File: src/rtl/ws2812b_frame_scheduler.sv
// Frame scheduler for a ws2812b_controller: replays a double-buffered pixel store every
// refresh period, with global brightness scaling and optional ring rotation.
module ws2812b_frame_scheduler #(
   parameter int NB_LEDS        = 12,
   parameter int REFRESH_CYCLES = 2500000
) (
   input  logic        clk,
   input  logic        reset,
   input  logic        wr_en,
   input  logic [7:0]  wr_addr,
   input  logic [23:0] wr_rgb,
   input  logic        commit,
   input  logic [7:0]  brightness,
   input  logic        rotate_en,
   output logic [7:0]  address,
   output logic [7:0]  red,
   output logic [7:0]  green,
   output logic [7:0]  blue,
   output logic        load,
   output logic        latch_n,
   output logic        busy,
   output logic        frame_done,
   output logic        commit_pending
);

   localparam int AW  = (NB_LEDS > 1) ? $clog2(NB_LEDS) : 1;
   localparam int TW0 = $clog2(REFRESH_CYCLES) + 1;
   localparam int TW  = (TW0 < 9) ? 9 : TW0;

   typedef enum logic [1:0] {S_WAIT, S_LOAD, S_LATCH} state_t;

   state_t         state, state_nx;
   logic [TW-1:0]  timer, timer_nx;
   logic           front_sel, front_nx;
   logic [7:0]     rot_off, rot_nx;
   logic           pend_nx;
   logic [23:0]    fb [2][NB_LEDS];
   logic [8:0]     sum;
   logic [AW-1:0]  idx;
   logic [23:0]    pix;

   function automatic logic [7:0] scale(input logic [7:0] c, input logic [7:0] b);
      return 8'(({8'd0, c} * ({8'd0, b} + 16'd1)) >> 8);
   endfunction

   // State register and frame bookkeeping
   always_ff @(posedge clk) begin
      if (reset) begin
         state          <= S_WAIT;
         timer          <= '0;
         front_sel      <= 1'b0;
         rot_off        <= 8'd0;
         commit_pending <= 1'b0;
         frame_done     <= 1'b0;
      end else begin
         state          <= state_nx;
         timer          <= timer_nx;
         front_sel      <= front_nx;
         rot_off        <= rot_nx;
         commit_pending <= pend_nx;
         frame_done     <= (state == S_LATCH);
      end
   end

   // Writes always target the buffer that is not being displayed right now
   always_ff @(posedge clk) begin
      if (reset) begin
         for (int b = 0; b < 2; b++)
            for (int i = 0; i < NB_LEDS; i++)
               fb[b][i] <= 24'd0;
      end else if (wr_en && (wr_addr < 8'(NB_LEDS))) begin
         fb[~front_sel][AW'(wr_addr)] <= wr_rgb;
      end
   end

   always_comb begin
      state_nx = state;
      timer_nx = timer + 1'b1;
      front_nx = front_sel;
      rot_nx   = rot_off;
      pend_nx  = commit_pending | commit;
      case (state)
         S_WAIT: begin
            if (timer == TW'(REFRESH_CYCLES - 1)) begin
               state_nx = S_LOAD;
               timer_nx = '0;
               if (commit_pending || commit) begin
                  front_nx = ~front_sel;
                  rot_nx   = 8'd0;
                  pend_nx  = 1'b0;
               end
            end
         end
         S_LOAD: begin
            if (timer == TW'(NB_LEDS - 1)) begin
               state_nx = S_LATCH;
               timer_nx = '0;
            end
         end
         S_LATCH: begin
            state_nx = S_WAIT;
            timer_nx = '0;
            if (rotate_en)
               rot_nx = (rot_off == 8'(NB_LEDS - 1)) ? 8'd0 : rot_off + 8'd1;
         end
         default: begin
            state_nx = S_WAIT;
            timer_nx = '0;
         end
      endcase
   end

   // Source pixel for slot k is (k - rot_off) mod NB_LEDS, kept non-negative
   always_comb begin
      sum = {1'b0, timer[7:0]} + 9'(NB_LEDS) - {1'b0, rot_off};
      idx = AW'((sum >= 9'(NB_LEDS)) ? (sum - 9'(NB_LEDS)) : sum);
      pix = fb[front_sel][idx];
   end

   always_comb begin
      load    = (state == S_LOAD);
      latch_n = (state != S_LATCH);
      busy    = (state != S_WAIT);
      address = 8'd0;
      red     = 8'd0;
      green   = 8'd0;
      blue    = 8'd0;
      if (state == S_LOAD) begin
         address = timer[7:0];
         red     = scale(pix[23:16], brightness);
         green   = scale(pix[15:8],  brightness);
         blue    = scale(pix[7:0],   brightness);
      end
   end

endmodule

File: config.mk
export PLATFORM = sky130hd
export DESIGN_NAME = ws2812b_frame_scheduler
export DESIGN_NICKNAME = d
export VERILOG_FILES = /design/src/rtl/ws2812b_frame_scheduler.sv
export SDC_FILE = /design/constraint.sdc
export NUM_CORES = 1
export LEC_CHECK = 0
export ABC_AREA = 1
export BUFFER_PORTS_ARGS = -buffer_cell sky130_fd_sc_hd__buf_4
export CORE_ASPECT_RATIO = 0.5
export CORE_MARGIN = 2
export CORE_UTILIZATION = 45
export CTS_CLUSTER_SIZE = 30
export DETAILED_ROUTE_END_ITERATION = 8
export GPL_ROUTABILITY_DRIVEN = 0
export GPL_TIMING_DRIVEN = 0
export HOLD_SLACK_MARGIN = 0.12
export SETUP_SLACK_MARGIN = 0.2
export SKIP_CTS_REPAIR_TIMING = 1
export SYNTH_ARGS = -nofsm -noshare
export SYNTH_HDL_FRONTEND = slang
export SYNTH_SLANG_ARGS = --single-unit
File: constraint.sdc
create_clock -name clk -period 16.7 [get_ports clk]
set_input_delay 1.67 -clock clk [delete_from_list [all_inputs] [get_ports clk]]
set_output_delay 1.67 -clock clk [all_outputs]
set_load 0.01 [all_outputs]
### Yosys cells after proc, flatten, opt, wreduce, memory -nomap -nowiden

Memories as Yosys holds them, arrays and structs flattened. A register that Yosys moved wholly into a read port is not among the register bits.
Cells that the tools add are included.

* bits in writable memories: 576
* memories kept: 1
* word-level logic and storage cells: 79
* bits in registers: 36

* reduce and logical (&&, ||, !) cells: 10
* order comparisons: 5
* mux-type cells: 34
* add/sub/neg operators: 6
* bitwise logic cells: 4
* eq/ne operators: 10
* $mul: 3

Memory list
* fb: words 2, bits a word 288, read ports 1, clocked after memory_dff 1, write ports 2, line 37 `logic [23:0] fb [2][NB_LEDS];`

Operators with widths (count)
* $mux W288: 3
* $reduce_or A288 Y1: 1
* $bmux W24 S4: 1
* $demux W24 S4: 1
* $mux W24: 3
* $mux W8: 8
* $mux W23: 2
* $pmux W23 S2: 1
* $mul A8 B16 Y16: 2
* $add A23 B1 Y23 const B: 1
* $eq A23 B22 Y1 const B: 1
* $eq A23 B4 Y1 const B: 1
* $mul A8 B9 Y16: 1
* $pmux W8 S2: 1
* $ge A5 B5 Y1 const B: 2
* $mux W1: 10
* $not A4 Y5: 2
* $add A8 B1 Y9 const B: 1
* $add A8 B4 Y9 const B: 1
* $ge A9 B4 Y1 const B: 1
* $sub A9 B8 Y9: 1
* $add A8 B1 Y8 const B: 1
* $eq A8 B4 Y1 const B: 1
* $lt A8 B4 Y1 const B: 1
* 18 further kinds: 24

### Logic depth before layout (Yosys ltp)

* depth in word-level cells: 10
* mapped depth: 42

### Worst setup path before layout

Ideal clock, no wire load.

* path type: reg-to-output
* start: reg rot_off[1]
* end: out blue[7]
* path slack: 7.903 ns
* path buffers: 2
* cell stages (with the launch flop): 39
* data required time: 15.030 ns
* arrival time: 7.127 ns
* path through: dfxtp_1 > inv_1 > ha_1 > ha_1 > inv_1 > fa_1 > inv_1 > nand2_1 > nand2_1 > inv_1 > ha_1 > nand3_2 > nand2_4 > nor2_4 > nand3_4 > nor2_8 > nand3_4 > nand2_4 > [3 not listed] > o21ai_0 > nand2_1 > inv_1 > nand2_1 > fa_1 > inv_1 > fa_1 > fa_1 > inv_1 > fa_1 > inv_1 > ha_1 > a21o_1 > a31oi_1 > nor2_1 > a2111oi_0 > a21oi_1 > nor2_1

* word-level cells in the longest chain between the ends: 9

Ends and longest elaborated chain
* start: declaration: line 35 `logic [7:0] rot_off, rot_nx;`
* start signal: assignment: line 59 `rot_off <= rot_nx;`
* $sub A9 B8 Y9 *: line 115 `sum = {1'b0, timer[7:0]} + 9'(NB_LEDS) - {1'b0, rot_off};`
* $ge A9 B4 Y1 or $sub A4 B4 Y4 (tied branches): line 116 `idx = AW'((sum >= 9'(NB_LEDS)) ? (sum - 9'(NB_LEDS)) : sum);`
* $mux W4 *: line 116
* $not A4 Y5 (not written as such) *: line 117 `pix = fb[front_sel][idx];`
* $bmux W24 S4 *: line 117
* $mux W24 (not written as such) * (2 in series): line 117
* $mul A8 B9 Y16 *: line 43 `return 8'(({8'd0, c} * ({8'd0, b} + 16'd1)) >> 8);`
* $mux W8 *: line 128 `if (state == S_LOAD) begin`
* end: declaration: line 18 `output logic [7:0] blue,`

Every way passes the cells marked *; elsewhere a longest branch is shown, timed or not. The select of a mux whose other input is x is not followed.

### Worst setup path after layout

* start: reg timer[0]
* end: out blue[7]

* word-level cells in the longest chain between the ends: 10

Ends and longest elaborated chain
* start: declaration: line 33 `logic [TW-1:0] timer, timer_nx;`
* start signal: assignment: line 57 `timer <= timer_nx;`
* $add A8 B4 Y9 *: line 115
* $sub A9 B8 Y9 *: line 115
* $ge A9 B4 Y1 or $sub A4 B4 Y4 (tied branches): line 116
* $mux W4 *: line 116
* $not A4 Y5 (not written as such) *: line 117
* $bmux W24 S4 *: line 117
* $mux W24 (not written as such) * (2 in series): line 117
* $mul A8 B9 Y16 *: line 43
* $mux W8 *: line 128

Marked as above.

==> metrics.yaml <==
timing:
  setup_viol: 0
  finalClockSkew_ns: 0.0308
  fmax_ghz: 0.0884
  worst_slew_pin_slew_ns: 1.39
  timing.slew.headroom: 0.0680
  final_critical_path_share_of_the_clock_period: 0.678
  setup_tns_ns: 0
  final.setup.worst_slack_ns: 5.38
  rsz_0062_raised_after_global_routing: "false"
  timing_max_transition_violations_final: 0
  total_count_of_hold_check_failures_in_the_final_report: 0
  clock_period_minus_final_worst_setup_slack_ns: 11.32
layout:
  fin_util: 0.510
  fin_nets: 3841
  area_delta_synth_final_pct: 11.7
  fraction_of_layout_instances_using_a_drive_strength_above_1: 0.0754
  final_common_cell: "sky130_fd_sc_hd__nor2_1"
  most-common-layout-cells: "sky130_fd_sc_hd__nor2_1, sky130_fd_sc_hd__edfxtp_1, sky130_fd_sc_hd__o21ai_0"
setup_path:
  worst_setup_path_end_kind: "primary output"
  timing.setup.critical_path_class: "reg2out"
  worst_path_most_repeated_cell: "sky130_fd_sc_hd__inv_1"
  worst-endpoint-arrival_ns: 9.65
  worstSetupEndpoint: "blue[7]"
  rrSetupSlack_ns: 12.96
  critical_path.max_fanout: 10
  regToRegEndpoint: "fb[0][16]"
  critPathRequiredTime_ns: 15.03
  timing.critical_path.from_type: "register"
  worstSetupStartpoint: "timer[0]"
  cp_slowest_cell: "sky130_fd_sc_hd__clkbuf_1"
  worst-r2r-cell-count: 6
  worst_r2r_startpoint: "front_sel"
  critical_path.max_stage_delay_ns: 0.58
run_status:
  result_of_the_run: "finished, final reports clean"
floorplanning:
  std_cell_rows: 70
  die_w_um: 390
  boundaryPins: 82
  core_um2: 73500
  initial_utilization: 0.457
  chipHeight_um: 197
  fp.dieArea_um2: 77000
clock_tree:
  cts-root-to-sink-buffers: 3
  clk_root_buffer_cell: "sky130_fd_sc_hd__clkbuf_16"
  worst_setup_hold_path_clk_slew_ns: 0.06
  htree_num_levels: 2
  cts_tree: "built"
  cts_buffers: 54
  clkSinkCount: 613
  clock_latency_ns: 0.63
yosys:
  synth_fp_nets: 3693
  synthesis.yosys.warnings: 0
  postSynthAreaPerCell_um2: 9.84
  yosysSeqAreaShare: 0.537
  synth.top_cell.area_share: 0.515
  gate_count_post_synth: 3412
  synth-edff-count: 576
  synth.cell_area_um2: 33600
  ys_dominant_reg_cell: "sky130_fd_sc_hd__edfxtp_1"
  postSynthRegisterBits: 613
  synth.distinct_cells: 57
  yosys-top-cells-area: "sky130_fd_sc_hd__edfxtp_1, sky130_fd_sc_hd__nor2_1, sky130_fd_sc_hd__fa_1"
  ys_async_sr_fraction: 0
  synth_largest_area_cell: "sky130_fd_sc_hd__edfxtp_1"
drt:
  dr_wl_met3_um: 9890
  drt_pre_antenna_iters: 8
  maxUsedRoutingLayer: "met4"
  metal2_wl_um: 48900
  routed_wire_length_per_instance_um: 22.8
  vias: 26200
  met1_length_um: 42600
  drt.antenna.violating_nets: 0
  postRouteWirelength_um: 104000
  detail_route.drc_violations: 0
  drt-vias-per-instance: 5.73
  first_iter_violations: 2867
global_route:
  globalRouteTotalUtil: 0.270
  grt_max_degree: 25
  antenna_found_initial: 0
  vias_in_the_first_global_route: 25700
  globalRoute.totalOverflow: 0
  grt_first_pass_wirelength_um: 155000
min_path:
  hold_path_startpoint: "timer[0]"
  min_delay_path_depth: 1
  hp-class: "reg2reg"
placed_design:
  dp_hpwl_um: 76200
  numPortBuffers: 81
  post-place-ws_ns: 6.21
run:
  cap_violations: 0
-- how the worst min path moves through the flow --
stage | endpoint | slack [ns]
6_report | timer[0] | 0.46
5_1_grt | timer[0] | 0.48
4_1_cts | timer[0] | 0.47
3_5_place_dp | timer[0] | 0.45
3_3_place_gp | timer[0] | 0.43
2_1_floorplan | timer[0] | 0.42
-- flip-flops by register name (all words and copies together) (netlist names), named ones only --
signal / flops
commit_pending: 1
fb: 576
frame_done: 1
front_sel: 1
rot_off: 8
state: 2
timer: 23
-- cells in the mapped netlist, types with 2 or more instances --
master / number
sky130_fd_sc_hd__nor2_1: 952
sky130_fd_sc_hd__edfxtp_1: 576
sky130_fd_sc_hd__o21ai_0: 355
sky130_fd_sc_hd__inv_1: 323
sky130_fd_sc_hd__nand2_1: 264
sky130_fd_sc_hd__clkbuf_1: 169
sky130_fd_sc_hd__fa_1: 121
sky130_fd_sc_hd__ha_1: 115
sky130_fd_sc_hd__o221ai_1: 96
sky130_fd_sc_hd__nand3_1: 86
sky130_fd_sc_hd__a21oi_1: 62
sky130_fd_sc_hd__dfxtp_1: 37
sky130_fd_sc_hd__o211ai_1: 31
sky130_fd_sc_hd__xor2_1: 27
sky130_fd_sc_hd__nand2_2: 26
sky130_fd_sc_hd__nor3_1: 22
sky130_fd_sc_hd__buf_2: 15
sky130_fd_sc_hd__nand3_2: 11
sky130_fd_sc_hd__nand4_1: 10
sky130_fd_sc_hd__o21ai_1: 8
sky130_fd_sc_hd__o22ai_1: 8
sky130_fd_sc_hd__nor4_1: 7
sky130_fd_sc_hd__xnor2_1: 7
sky130_fd_sc_hd__a32o_1: 6
sky130_fd_sc_hd__a21o_1: 5
sky130_fd_sc_hd__a221oi_1: 5
sky130_fd_sc_hd__buf_1: 5
sky130_fd_sc_hd__o21bai_1: 5
sky130_fd_sc_hd__buf_6: 4
sky130_fd_sc_hd__clkinv_1: 4
sky130_fd_sc_hd__inv_2: 4
sky130_fd_sc_hd__nand2_4: 4
sky130_fd_sc_hd__nor2_2: 4
sky130_fd_sc_hd__nor3b_1: 4
sky130_fd_sc_hd__o21ai_2: 4
sky130_fd_sc_hd__a31oi_1: 2
sky130_fd_sc_hd__a41oi_1: 2
sky130_fd_sc_hd__and2_1: 2
sky130_fd_sc_hd__nand3_4: 2
sky130_fd_sc_hd__nand3b_1: 2
sky130_fd_sc_hd__nor2_4: 2
sky130_fd_sc_hd__o21ai_4: 2
sky130_fd_sc_hd__or2_2: 2
-- metrics by stage --
stage	cell area (µm²)	hold slack, ns	std cells
6_report	37500	0.464	4579
5_1_grt	37500	0.485	4578
4_1_cts	37400	0.466	4574
3_5_place_dp	35700	0.451	4472
3_3_place_gp	35400	0.431	4465
2_1_floorplan	33600	0.417	3412
-- cell type report --
type | instances | area, µm²
antenna | 1 | 2.50
sequential | 613 | 18000
clock inverter | 38 | 320
buffer | 194 | 787
fill | 6705 | 36000
multi-input combinational | 2274 | 13600
inverter | 331 | 1240
timing repair buffer | 92 | 911
clock buffer | 64 | 1410
tap | 972 | 1220
-- metal layers --
layer  vias up  track usage
met5         -            0
met4         0       0.0817
met3       191       0.0539
met2      1207        0.446
met1     13000        0.361
li1      11900            -
-- cells by family (layout without fill, tap and decap cells) --
logic type               count (synthesis)  count (layout)  synth area share
AO/OA/AOI/OAI                          597             597             0.107
XOR/XNOR                                34              34           0.00887
adder cells (fa/ha/maj)                236             236             0.115
buffers and inverters                  525             719            0.0604
flip-flops                             613             613             0.537
other                                    0               1                 0
AND/OR/NAND/NOR                       1407            1407             0.172
-- critical path, delay by kind of cell, from the launching register on --
family,cells,cell delay (ns)
compound gates,5,1.49
simple gates,14,1.99
fa+ha+maj,9,3.40
buf+inv,12,1.75
flops,1,0.36
Power is left out: the tool's default activity adds up to more than one toggle a clock period on the data nets, which glitch-free logic cannot reach.
